### src/rtl/bus_result_monitor.sv
// Passive 6502 bus snooper: watches writes to one address and reports a PASS/FAIL verdict.
// Optional write history storage is enabled with `define MON_HISTORY_EN.
`timescale 1ns/1ps
module bus_result_monitor #(
  parameter logic [15:0] WATCH_ADDR     = 16'h0071,
  parameter logic [7:0]  EXPECT         = 8'hFF,
  parameter int unsigned TIMEOUT_CYCLES = 140
) (
  input  logic        ph2,
  input  logic        reset,
  input  logic        arm,
  input  logic [15:0] address,
  input  logic [7:0]  data,
  input  logic        memwrite,
  output logic        done,
  output logic        pass,
  output logic [7:0]  last_val,
  output logic [7:0]  wr_count,
  output logic [15:0] cycles,
  output logic [31:0] hist
);

  localparam int unsigned CW = 16;
  localparam logic [CW-1:0] TIMEOUT_LAST = CW'(TIMEOUT_CYCLES - 1);

  typedef enum logic [1:0] {S_IDLE, S_RUN, S_PASS, S_FAIL} state_t;

  state_t        state, state_nx;
  logic          done_nx, pass_nx;
  logic [7:0]    last_nx, cnt_nx;
  logic [CW-1:0] cyc_nx;
  logic          watch_wr;
  logic [31:0]   hist_nx;

  assign watch_wr = memwrite && (address == WATCH_ADDR);

  // Next-state and next-output decode
  always_comb begin
    state_nx = state;
    done_nx  = done;
    pass_nx  = pass;
    last_nx  = last_val;
    cnt_nx   = wr_count;
    cyc_nx   = cycles;
    hist_nx  = hist;
    if (arm) begin
      // Arm always (re)starts a clean run; a same-edge watch write is dropped.
      state_nx = S_RUN;
      done_nx  = 1'b0;
      pass_nx  = 1'b0;
      last_nx  = 8'h00;
      cnt_nx   = 8'h00;
      cyc_nx   = '0;
      hist_nx  = 32'h0;
    end else if (state == S_RUN) begin
      if (cycles != {CW{1'b1}}) cyc_nx = cycles + CW'(1);
      if (watch_wr) begin
        last_nx = data;
        if (wr_count != 8'hFF) cnt_nx = wr_count + 8'd1;
        hist_nx = {hist[23:0], data};
      end
      if (watch_wr && (data == EXPECT)) begin
        state_nx = S_PASS;
        done_nx  = 1'b1;
        pass_nx  = 1'b1;
      end else if (cycles == TIMEOUT_LAST) begin
        state_nx = S_FAIL;
        done_nx  = 1'b1;
      end
    end
  end

  always_ff @(posedge ph2 or posedge reset) begin
    if (reset) begin
      state    <= S_IDLE;
      done     <= 1'b0;
      pass     <= 1'b0;
      last_val <= 8'h00;
      wr_count <= 8'h00;
      cycles   <= '0;
    end else begin
      state    <= state_nx;
      done     <= done_nx;
      pass     <= pass_nx;
      last_val <= last_nx;
      wr_count <= cnt_nx;
      cycles   <= cyc_nx;
    end
  end

`ifdef MON_HISTORY_EN
  always_ff @(posedge ph2 or posedge reset) begin
    if (reset) hist <= 32'h0;
    else       hist <= hist_nx;
  end
`else
  assign hist = 32'h0;
`endif

endmodule

### config.mk
export PLATFORM = sky130hd
export DESIGN_NAME = bus_result_monitor
export DESIGN_NICKNAME = d
export VERILOG_FILES = /design/src/rtl/bus_result_monitor.sv
export SDC_FILE = /design/constraint.sdc
export NUM_CORES = 1
export LEC_CHECK = 0
export BUFFER_PORTS_ARGS = -buffer_cell sky130_fd_sc_hd__buf_2
export CAP_MARGIN = 5
export CORE_UTILIZATION = 55
export CTS_BUF_LIST = sky130_fd_sc_hd__clkbuf_4 sky130_fd_sc_hd__clkbuf_8
export CTS_CLUSTER_SIZE = 14
export DETAILED_ROUTE_END_ITERATION = 7
export GPL_TIMING_DRIVEN = 0
export HOLD_SLACK_MARGIN = 0.12
export PLACE_DENSITY = 0.89
export RECOVER_POWER = 25
export SETUP_SLACK_MARGIN = 0.02
export SYNTH_ARGS = -nofsm -noshare
export SYNTH_HDL_FRONTEND = slang
export SYNTH_SLANG_ARGS = --single-unit
### constraint.sdc
create_clock -name ph2 -period 3.4 [get_ports ph2]
set_input_delay 0.17 -clock ph2 [delete_from_list [all_inputs] [get_ports ph2]]
set_output_delay 0.17 -clock ph2 [all_outputs]
set_load 0.02 [all_outputs]
# --- After elaboration in Yosys (flattened, before gate mapping) ---
# Index checks and enable logic that the tools add are counted.
word_totals:
  latch_bits: 0
  register_bits: 36
  ram_bits: 0
  output_inout_bits: 66
  n_memories: 0
  mem_bits_ro: 0
op_classes:
  div: 0
  bitwise: 0
  n_shift: 0
  n_mul: 0
  addsub: 2
  eq_ne: 6
  mux: 21
  order_cmp: 0
  n_reduce_logical: 13
op_table:
  columns: ["cell", "count"]
  rows:
  - ["2-to-1 mux 8 bit", 7]
  - ["2-to-1 mux 16 bit", 3]
  - ["adder 16 x 1 -> 16 bit (second input constant)", 1]
  - ["== test 16 x 7 -> 1 bit (second input constant)", 1]
  - ["== test 16 x 8 -> 1 bit (second input constant)", 1]
  - ["!= test 16 bit (second input constant)", 1]
  - ["nonzero test 2 bit", 5]
  - ["adder 8 x 1 -> 8 bit (second input constant)", 1]
  - ["== test 8 bit (second input constant)", 1]
  - ["2-to-1 mux 2 bit", 4]
  - ["!= test 8 bit (second input constant)", 1]
  - ["AND reduction 2 bit", 4]
  - ["2-to-1 mux 1 bit", 7]
  - ["AND reduction 3 bit", 1]
  - ["nonzero test 3 bit", 1]
  - ["== test 2 x 1 -> 1 bit (second input constant)", 1]
  - ["logical AND 1 bit", 2]

# --- Depth between registers and ports, before layout ---
logic_depth:
  depth_word: 6
  ltp_mapped: 6
  mapped_depth_nobuf: 5

# --- Least setup slack after synthesis ---
# Ideal clock, no wire load.
synth_path:
  path_type: "flip-flop to flip-flop"
  start: "register cycles[0]"
  end: "register cycles[4]"
  path_stages_with_launch: 6
  arrival_time_ps: 1784
  slack_ps: 1491
  period_less_slack_ps: 1909
  path_cell_list: "dfrtp_1 -> ha_1 -> nand3_1 -> nor4_4 -> a211oi_1 -> mux2_2"
synth_between:
  elab_chain_cells: 4
  word_cells_on_any_way: 7
  classes_between: "1 x add/sub; 1 x eq/ne; 3 x mux; 2 x reduce/logical"
synth_rtl:
  columns: ["element", "line_no", "text"]
  rows:
  - ["from (decl)", "19", "output logic [15:0] cycles,"]
  - ["from (signal assigned)", "87", "cycles <= cyc_nx;"]
  - ["adder 16 x 1 -> 16 bit", "56", "if (cycles != {CW{1'b1}}) cyc_nx = cycles + CW'(1);"]
  - ["2-to-1 mux 16 bit", "56", null]
  - ["2-to-1 mux 16 bit", "55", "end else if (state == S_RUN) begin"]
  - ["2-to-1 mux 16 bit", "46", "if (arm) begin"]
# Parallel ways exist; a longest one is shown, timed or not. The select of a mux whose other input is x is not followed.
# A chain may end at the register's enable or synchronous reset.

# --- Final worst setup path ---
layout_path:
  start: "register state[1]"
  end: "register wr_count[2]"
layout_between:
  elab_chain_cells: 3
layout_rtl:
  columns: ["element", "line_no", "text"]
  rows:
  - ["from (decl)", "28", "state_t state, state_nx;"]
  - ["from (signal assigned)", "82", "state <= state_nx;"]
  - ["== test 2 x 1 -> 1 bit", "55", null]
  - ["nonzero test 2 bit (no source line)", null, null]
  - ["AND reduction 3 bit (no source line)", null, null]
  - ["to (signal assigned)", "86", "wr_count <= cnt_nx;"]
  - ["to (decl)", "18", "output logic [7:0] wr_count,"]
# Every way passes these cells.

==> flow_summary.ini <==
[route]
route.detailed.drc = 0
drt_iter0_markers = 199
wl_mm = 6.22
vias = 2361
ant_nets = 0
wire_per_inst_um = 15.4
viasPerCell = 5.83
drtPass1Iterations = 5

[timing]
clock-skew-final_ps = 15.4
worstMarginPinSlew_ps = 630
fin_ws_ps = 1280
layout_min_cycle_time_ps = 2120
hold_viol = 0
slew_headroom_pct = 57.9
hold_slack_ps = 121
grt_setup_unrepaired = no
fin_setup_tns_ps = 0
setup_violations = 0
period_share_pct = 62.3
final-max-slew-violation-count = 0
max_freq_ghz = 0.472

[synthesis]
synth.avg_cell_area_um2 = 9.47
yosys_register_bits = 35
syn_area_um2 = 2400
synth_flop_cell = dfrtp_1
yosysUniqueCellTypes = 50
synth-async-reset-ratio_pct = 100
yosysSeqAreaShare_pct = 36.6
yosys_warnings = 0
syn_inst = 253
synth_edf_count = 0

[clock_network]
cts_made_buffers = 5
tritoncts = yes
clkTransAtPathRegs_ps = 90
clk_path_buf_depth = 2
cts_max_level = 2
numClockSinks = 35
cts-root-buf = clkbuf_8
cts_setup_buffers = 0
clock_latency_ps = 300

[cells_and_area]
final_cells = 405
utilization_pct = 74.3
layout_commonest_cell = buf_2
antenna_cells = 0
nets = 384
fillers = 321
area_growth_pct = 26.8
layout-drive-gt1-share_pct = 32.7
mostFrequentLayoutCells = buf_2, dfrtp_1, buf_4
finalInstanceArea_um2 = 3040

[place]
dp_cells = 396
pre_cts_slack_ps = 1390
gp_congestion = 0.915
dp_hpwl_mm = 4.39
placed_cell_area_um2 = 2910
io_buffers = 61

[grt]
grt_pass1_vias = 2155
gr-total-overflow = 0
grt_first_pass_wirelength_mm = 9.57
grt_max_degree = 23
grt_usage_pct = 27.7
antenna_found_initial = 0

[worst_setup_path]
critPathKind = flip-flop to flip-flop
cp-start-kind = flip-flop
worstPathArrival_ps = 2270
worstSetupEndpointType = flip-flop
required_ps = 3550
critical_path.max_fanout = 10

[min_path]
hp-class = input port to flip-flop

[status]
status = complete, no violations

[floorplanning]
die_h_um = 68.0
start_util_pct = 58.6
die_w_um = 68.0
coreArea_um2 = 4090
placementRows = 23
ios = 94
die_area_um2 = 4620

[power]
p_per_area_nw_per_um2 = 335
leakagePower_nw = 1.46
power_mw = 1.02
ir_drop_mv = 0.233

[flow_run]
maxCapViolCount = 0
final cells by class:
| type | instances | area, um^2 | share of cell area, % |
|---|---|---|---|
| plain buffers | 43 | 298 | 9.80 |
| clock inverters | 3 | 67.6 | 2.22 |
| flip-flops and latches | 35 | 876 | 28.8 |
| inverters | 9 | 33.8 | 1.11 |
| multi-input cells | 197 | 1310 | 43.0 |
| repair buffers | 63 | 327 | 10.7 |
| well taps | 50 | 62.6 | 2.06 |
| clock buffers | 5 | 68.8 | 2.27 |
worst max-delay path: stages (launching register included):
cell and delay (ps):
dfrtp_1 430, and2b_1 330, buf_2 270, o211ai_1 260, o311ai_0 520, o41ai_1 170
path summary, 6_finish.rpt:
path,startpoint,cells after the start,slack [ps],end
max reg2reg,state[1],5,1280,wr_count[2]
min reg2reg,pass,2,520,pass
max,state[1],5,1280,wr_count[2]
min,data[2],3,120,last_val[2]
max in group asynchronous,reset,4,2370,cycles[0]
min in group asynchronous,reset,3,480,last_val[5]
cell usage after synthesis (4+ instances only):
library cell / n / share of area (%)
nor2b_1: 8 / 2.1
or4_1: 8 / 2.5
mux2_2: 9 / 4.2
buf_2: 4 / 0.84
dfrtp_1: 35 / 37
nand3_1: 6 / 1.3
clkbuf_1: 4 / 0.63
nor3_1: 4 / 0.84
nand4_1: 18 / 4.7
nand2_1: 7 / 1.1
nor4b_1: 4 / 1.5
buf_4: 33 / 10
o31ai_1: 4 / 1.3
o21ai_0: 15 / 3.1
inv_1: 9 / 1.4
a21oi_1: 23 / 4.8
o41ai_1: 4 / 1.5
nor2_1: 9 / 1.4
per-layer routing:
metal / part of all wire (%) / vias up / track usage [%]
met4: 1.7 / 0 / 8.85
li1: - / 1096 / -
met3: 8.4 / 18 / 6.17
met2: 52 / 136 / 49.9
met1: 38 / 1111 / 32.2
met5: 0 / - / 0
kinds of logic (layout without fill, tap and decap cells):
group                      count (synthesis)  after routing  synth area share, %
other                                      1             32                0.157
buffers and inverters                     52            123                 13.8
DFF                                       35             35                 36.6
adders and majority gates                  2              2                 1.04
AOI/OAI and AO/OA                         62             62                 17.2
muxes                                     10             10                 4.65
and+or+nand+nor                           91             91                 26.6
where the power goes:
part / total [mW] / leakage, nW / internal [mW] / switching (mW)
logic: 0.132 / 0.912 / 0.0533 / 0.0784
clock network: 0.463 / 0.0644 / 0.293 / 0.170
registers: 0.424 / 0.481 / 0.419 / 0.00489
timing repair:
item	CTS	global route
endpoints found under the hold margin	13	0
gates resized for setup	0	0
endpoints found under the setup margin	0	0
hold buffers	1	0
flip-flops by register name (all words and copies together) (netlist names):
signal and count:
state 2, last_val 8, cycles 16, wr_count 8
pass 1
(Power assumes the default switching activity.)
